[src/rtl/button_tick_gen.sv]
// Debounces a raw push-button into single-cycle count-enable ticks, with an
// optional auto-repeat while the button is held.
module button_tick_gen #(
  parameter int unsigned DEBOUNCE_CYCLES = 4,
  parameter int unsigned HOLD_CYCLES     = 16,
  parameter int unsigned REPEAT_CYCLES   = 8
) (
  input  logic clock,
  input  logic reset,
  input  logic button,
  input  logic repeat_en,
  output logic tick,
  output logic pressed
);

  typedef enum logic [1:0] {
    IDLE,
    DEB_PRESS,
    HELD,
    DEB_RELEASE
  } state_e;

  localparam logic [15:0] DebLast      = 16'(DEBOUNCE_CYCLES - 1);
  localparam logic [15:0] HoldLast     = 16'(HOLD_CYCLES - 1);
  // Reloading here after a repeat tick makes hcnt hit HoldLast again REPEAT_CYCLES later.
  localparam logic [15:0] RepeatReload = 16'(HOLD_CYCLES - REPEAT_CYCLES);

  logic        sync1_q, sync2_q;
  logic        btn_s;
  state_e      state_q, state_d;
  logic [15:0] cnt_q, cnt_d;
  logic [15:0] hcnt_q, hcnt_d;
  logic        tick_q, tick_d;
  logic        pressed_q, pressed_d;

  assign btn_s = sync2_q;

  always_ff @(posedge clock or negedge reset) begin
    if (!reset) begin
      state_q <= IDLE;
    end else begin
      state_q <= state_d;
    end
  end

  always_comb begin
    state_d = state_q;
    unique case (state_q)
      IDLE:        if (btn_s) state_d = DEB_PRESS;
      DEB_PRESS: begin
        if (!btn_s)                state_d = IDLE;
        else if (cnt_q == DebLast) state_d = HELD;
      end
      HELD:        if (!btn_s) state_d = DEB_RELEASE;
      DEB_RELEASE: begin
        if (btn_s)                 state_d = HELD;
        else if (cnt_q == DebLast) state_d = IDLE;
      end
      default:     state_d = IDLE;
    endcase
  end

  always_comb begin
    cnt_d     = cnt_q;
    hcnt_d    = hcnt_q;
    tick_d    = 1'b0;
    pressed_d = pressed_q;
    unique case (state_q)
      IDLE: begin
        cnt_d  = '0;
        hcnt_d = '0;
      end
      DEB_PRESS: begin
        if (btn_s) begin
          if (cnt_q == DebLast) begin
            tick_d    = 1'b1;
            pressed_d = 1'b1;
            hcnt_d    = '0;
          end else begin
            cnt_d = cnt_q + 16'd1;
          end
        end
      end
      HELD: begin
        // A release on a tick-due cycle suppresses the tick.
        if (!btn_s) begin
          cnt_d  = '0;
          hcnt_d = '0;
        end else if (repeat_en) begin
          if (hcnt_q == HoldLast) begin
            tick_d = 1'b1;
            hcnt_d = RepeatReload;
          end else begin
            hcnt_d = hcnt_q + 16'd1;
          end
        end else begin
          hcnt_d = '0;
        end
      end
      DEB_RELEASE: begin
        if (btn_s) begin
          hcnt_d = '0;
        end else if (cnt_q == DebLast) begin
          pressed_d = 1'b0;
        end else begin
          cnt_d = cnt_q + 16'd1;
        end
      end
      default: begin
        cnt_d     = '0;
        hcnt_d    = '0;
        pressed_d = 1'b0;
      end
    endcase
  end

  always_ff @(posedge clock or negedge reset) begin
    if (!reset) begin
      sync1_q   <= 1'b0;
      sync2_q   <= 1'b0;
      cnt_q     <= '0;
      hcnt_q    <= '0;
      tick_q    <= 1'b0;
      pressed_q <= 1'b0;
    end else begin
      sync1_q   <= button;
      sync2_q   <= sync1_q;
      cnt_q     <= cnt_d;
      hcnt_q    <= hcnt_d;
      tick_q    <= tick_d;
      pressed_q <= pressed_d;
    end
  end

  assign tick    = tick_q;
  assign pressed = pressed_q;

endmodule

[config.mk]
export PLATFORM = sky130hd
export DESIGN_NAME = button_tick_gen
export DESIGN_NICKNAME = d
export VERILOG_FILES = /design/src/rtl/button_tick_gen.sv
export SDC_FILE = /design/constraint.sdc
export NUM_CORES = 1
export LEC_CHECK = 0
export CAP_MARGIN = 20
export CORE_ASPECT_RATIO = 1.4
export CORE_MARGIN = 1
export CORE_UTILIZATION = 35
export DETAILED_ROUTE_END_ITERATION = 6
export MAX_ROUTING_LAYER = met4
export PLACE_DENSITY = 0.62
export SETUP_SLACK_MARGIN = 0.02
export SYNTH_ARGS = -nofsm -noshare
export SYNTH_HDL_FRONTEND = slang
export SYNTH_SLANG_ARGS = --single-unit
[constraint.sdc]
create_clock -name clock -period 2.2 [get_ports clock]
set_clock_uncertainty 0.1 [all_clocks]
set_input_delay 0.22 -clock clock [delete_from_list [all_inputs] [get_ports clock]]
set_output_delay 0.22 -clock clock [all_outputs]
set_load 0.03 [all_outputs]
Word-level counts from Yosys, hierarchy flattened
Cells that the tools add are included.
W data, S select, Z words.
- reductions and logical operators: 6
- add/subtract/negate cells: 2
- muxes and demuxes: 30
- equal/unequal tests: 14
- operators by type and width (kind ; count):
    $mux W16 ; 10
    $pmux W16 S4 ; 2
    $add A16 B1 Y16 const B ; 2
    $eq A16 B2 Y1 const B ; 1
    $eq A16 B4 Y1 const B ; 1
    $ne A2 B2 Y1 const B ; 7
    $mux W2 ; 6
    $mux W1 ; 9
    $pmux W2 S4 ; 1
    $ne A3 B3 Y1 const B ; 2
    $reduce_and A3 Y1 ; 2
    $reduce_and A5 Y1 ; 1
    $eq A2 B2 Y1 const B ; 2
    $pmux W1 S2 ; 2
    $reduce_and A4 Y1 ; 1
    $eq A2 B1 Y1 const B ; 1
    $logic_not A2 Y1 ; 1
    $reduce_bool A2 Y1 ; 1
- input port bits: 4
- register bits after elaboration: 38

Logic depth before layout (Yosys ltp)
- word-level depth: 5
- mapped depth: 9
- gate-level depth less buffers: 7

Worst setup path after synthesis
No wires, ideal clock.
- path type: register to register
- start point: reg hcnt_q[4]
- end point: reg hcnt_q[12]
- setup slack: 85 ps
- required time: 1979 ps
- data arrival time: 1894 ps
- clock period less this slack: 2115 ps
- cell stages (with the launch flop): 7
- cell sequence: dfrtp_1 or4_4 nor4_4 nor2_2 buf_6 a21o_1 a22o_1
- longest elaborated chain between the ends: 5
- ends and longest elaborated chain (element ; line ; RTL):
    start: declaration ; 32 ; logic [15:0] hcnt_q, hcnt_d;
    start signal: assignment ; 129 ; hcnt_q <= hcnt_d;
    $add A16 B1 Y16 or $eq A16 B4 Y1 (tied branches) ; 94, 90 ;
    $mux W16 * ; 90 ; if (hcnt_q == HoldLast) begin
    $mux W16 * ; 89 ; end else if (repeat_en) begin
    $mux W16 * ; 86 ; if (!btn_s) begin
    $pmux W16 S4 * ; 68 ; unique case (state_q)
Mark *: on every way between the ends. The rest lies on a longest branch, timed or not.
A chain may end at the register's enable or synchronous reset.

Final worst setup path
- start point: reg hcnt_q[6]
- end point: reg hcnt_q[7]
The elaborated chain is that of the path after synthesis.

==> qor.txt <==
Status -> completed
Fraction of layout cells with a size suffix above 1 -> 23.19%
Number of synthesized register bits -> 38
Post-synth EDFFs -> 0
Final period util -> 96.21%
GRT Residual Overflow -> 0
IO Pins -> 6
Layout area overhead -> 27.95%
CP Data Required Time -> 2.27 ns
Yosys Warn Count -> 0
Fillcell total -> 548
First-iteration detailed-routing DRC count -> 98
Setup crit end -> hcnt_q[7]
Max clock buf depth -> 2
Worst slew pin tran -> 0.8631 ns
CP Max Fanout -> 4
Post-DP Area -> 0.002394 sq mm
Largest net degree at the start of global routing -> 39
Setup crit start kind -> flip-flop
Main synth FF type -> dfrtp_1
CTS tree -> yes
Starting Density -> 36.06%
Area leader, netlist -> dfrtp_1
Final instance area -> 0.002686 sq mm
Final core utilization -> 46.14%
Port bufs -> 5
Vias in the first global route -> 1827
Total CTS buffers -> 5
Max Cap Viol -> 0
Min-Delay Path Class -> reg -> reg
Reg2reg setup slack -> 0.08 ns
R2R Path Start -> hcnt_q[6]
RSZ-0062 raised after global routing -> yes
Power Dens Cells -> 893.9 mW/mm^2
Leakage -> 1.145 nW
Setup_tns -> 0 ns
Clock-pin slew on the worst setup and hold paths -> 0.08 ns
Setup crit start -> hcnt_q[6]
Root Buffer -> clkbuf_8
# H-tree levels -> 2
Multi-input gate area -> 0.001179 sq mm
Syn avg cell area -> 9.290 sq um
Reg-to-Reg End -> hcnt_q[7]
Final WL -> 5013 um
Post-synthesis instance total -> 226
Finish-stage setup viols -> 0
Final Max Slew Viols -> 0
Antenna violations before repair -> 0
Post-route ant nets -> 0
Synth Cell Area -> 0.002100 sq mm
GRT Total Usage -> 18.17%
Die extent in y -> 93.64 um
Max frequency -> 472.4 MHz
Clk_lat worst skew -> 0.29 ns
Syn Nets -> 236
Count of cell types in the netlist -> 41
DP Wirelength -> 3520 um
Sink Count -> 38
Synth async-reset ratio -> 100.0%
Post-DR vias/cell -> 5.474
Final Hold Vio Count -> 0
Slew margin rel. -> 42.46%
Worst vdd ir -> 537.9 uV
Wirelength per Cell -> 15.05 um
Row count -> 33
First-pass detailed-route iteration total -> 4
Register area -> 952.2 sq um
Top cell type's share of synthesized area -> 45.29%
CP arrival -> 2.19 ns
Ant. Diodes -> 0
Nets -> 272
DIE AREA -> 0.006316 sq mm
Setup crit end kind -> flip-flop
R2R depth -> 6
Synth area leaders -> dfrtp_1, o21ai_0, ha_1
DR vias -> 1823
Min Tclk post-route -> 2.117 ns
Seq/Total Area, Yosys -> 45.29%
WS Path Type -> reg -> reg
Chip width -> 67.46 um
Gpl congestion -> 0.8073
Core Area -> 0.005822 sq mm
DRC errors left -> 0
First-pass GRT wire length -> 8445 um
==> routing by layer <==
layer | track usage (%) | share of wire [%] | wire [um]
met1 | 20.91 | 43 | 2147
met4 | 4.610 | 1.3 | 65
met5 | - | 0 | 0
met2 | 31.67 | 53 | 2679
met3 | 3.415 | 2.4 | 120
==> area by class of cell <==
cell class / instances / share of cell area (%)
multi-input combinational: 170 / 43.88
sequential: 38 / 35.44
timing repair buffer: 36 / 10.57
tap: 70 / 3.260
clock buffer: 6 / 3.074
clock inverter: 2 / 2.236
inverter: 11 / 1.537
==> timing repair <==
item                       CTS  global route
hold buffers                 1             0
gates resized for setup      2            21
gates cloned                 0             0
hold endpoints to repair    38             0
setup endpoints to repair    8            27
setup buffers                0             4
pin swaps                    0             6
==> cell families after synthesis <==
| group | count (synthesis) | synth area share (%) |
|---|---|---|
| AOI/OAI and AO/OA | 61 | 19.49 |
| xor gates and xnor gates | 9 | 3.754 |
| adders and majority gates | 6 | 3.576 |
| buffers and inverters | 18 | 3.576 |
| DFF | 38 | 45.29 |
| muxes | 1 | 0.4768 |
| and+or+nand+nor | 93 | 23.84 |
==> how the worst min path moves through the flow <==
stage | start | to | slack (ns) | cells after the start
floorplan | reset | async pin | -0.18 | 0
CTS | sync1_q | btn_s | 0.24 | 0
global placement | sync1_q | btn_s | 0.24 | 0
global route | sync1_q | btn_s | 0.26 | 0
finish | sync1_q | btn_s | 0.24 | 0
detailed placement | sync1_q | btn_s | 0.24 | 0
==> metrics by stage <==
step / power (mW) / hold WS (ns) / std cells / setup slack (ns)
after floorplan: 1.293 / -0.1756 / 226 / 0.08534
after global placement: 1.607 / 0.2395 / 320 / -0.001642
after detailed placement: 1.613 / 0.2364 / 320 / -0.03142
after CTS: 2.368 / 0.2434 / 329 / 0.05701
after global routing: 2.534 / 0.2607 / 333 / -0.01062
final: 2.401 / 0.2405 / 333 / 0.08332
==> worst max-delay path, stage by stage, from the launching register on <==
cell,delay (ns)
dfrtp_2,0.43
or4_4,0.51
nor4_4,0.37
nand2b_4,0.23
nor2_4,0.04
buf_4,0.13
a22o_1,0.19
==> synth_stat cells, types with 2 or more instances <==
cell type and number:
o21ai_0 18, dfrtp_1 38, nand4_1 6, ha_1 6
clkbuf_1 6, o22ai_1 3, nor3_1 8, or3_1 6
or4_1 5, a22o_1 6, nand3_1 11, xnor2_1 5
o31ai_1 4, and4_1 2, o211ai_1 3, and3_1 5
xor2_1 4, nor2b_1 2, inv_1 11, o31a_1 3
nor2_1 20, and2_1 2, nand2_1 17, a21o_1 3
o2111ai_1 4, a22oi_1 3, a21oi_1 8, a211oi_1 3
nor4_1 2
==> power breakdown <==
group | internal (mW) | total (mW) | switching [mW]
logic | 0.350 | 0.864 | 0.513
clock network | 0.484 | 0.736 | 0.252
registers | 0.750 | 0.802 | 0.0517
==> placed cells by master, fill, tap and decap left out, types with 6 or more instances in the layout <==
| cell type | Yosys | final |
|---|---|---|
| nand2_1 | 17 | 17 |
| nor3_1 | 8 | 8 |
| nand3_1 | 11 | 9 |
| buf_4 | 0 | 29 |
| or3_1 | 6 | 6 |
| nand4_1 | 6 | 6 |
| o21ai_0 | 18 | 18 |
| clkbuf_8 | 0 | 6 |
| a21oi_1 | 8 | 8 |
| a22o_1 | 6 | 6 |
| inv_1 | 11 | 10 |
| nor2_1 | 20 | 19 |
| dfrtp_1 | 38 | 37 |
==> sequential cells by signal (all words and copies together), names as in the netlist, named ones only <==
name / flops
btn_s: 1
hcnt_q: 16
state_q: 1
tick: 1
pressed: 1
sync1_q: 1
cnt_q: 16
(Power assumes the default switching activity.)
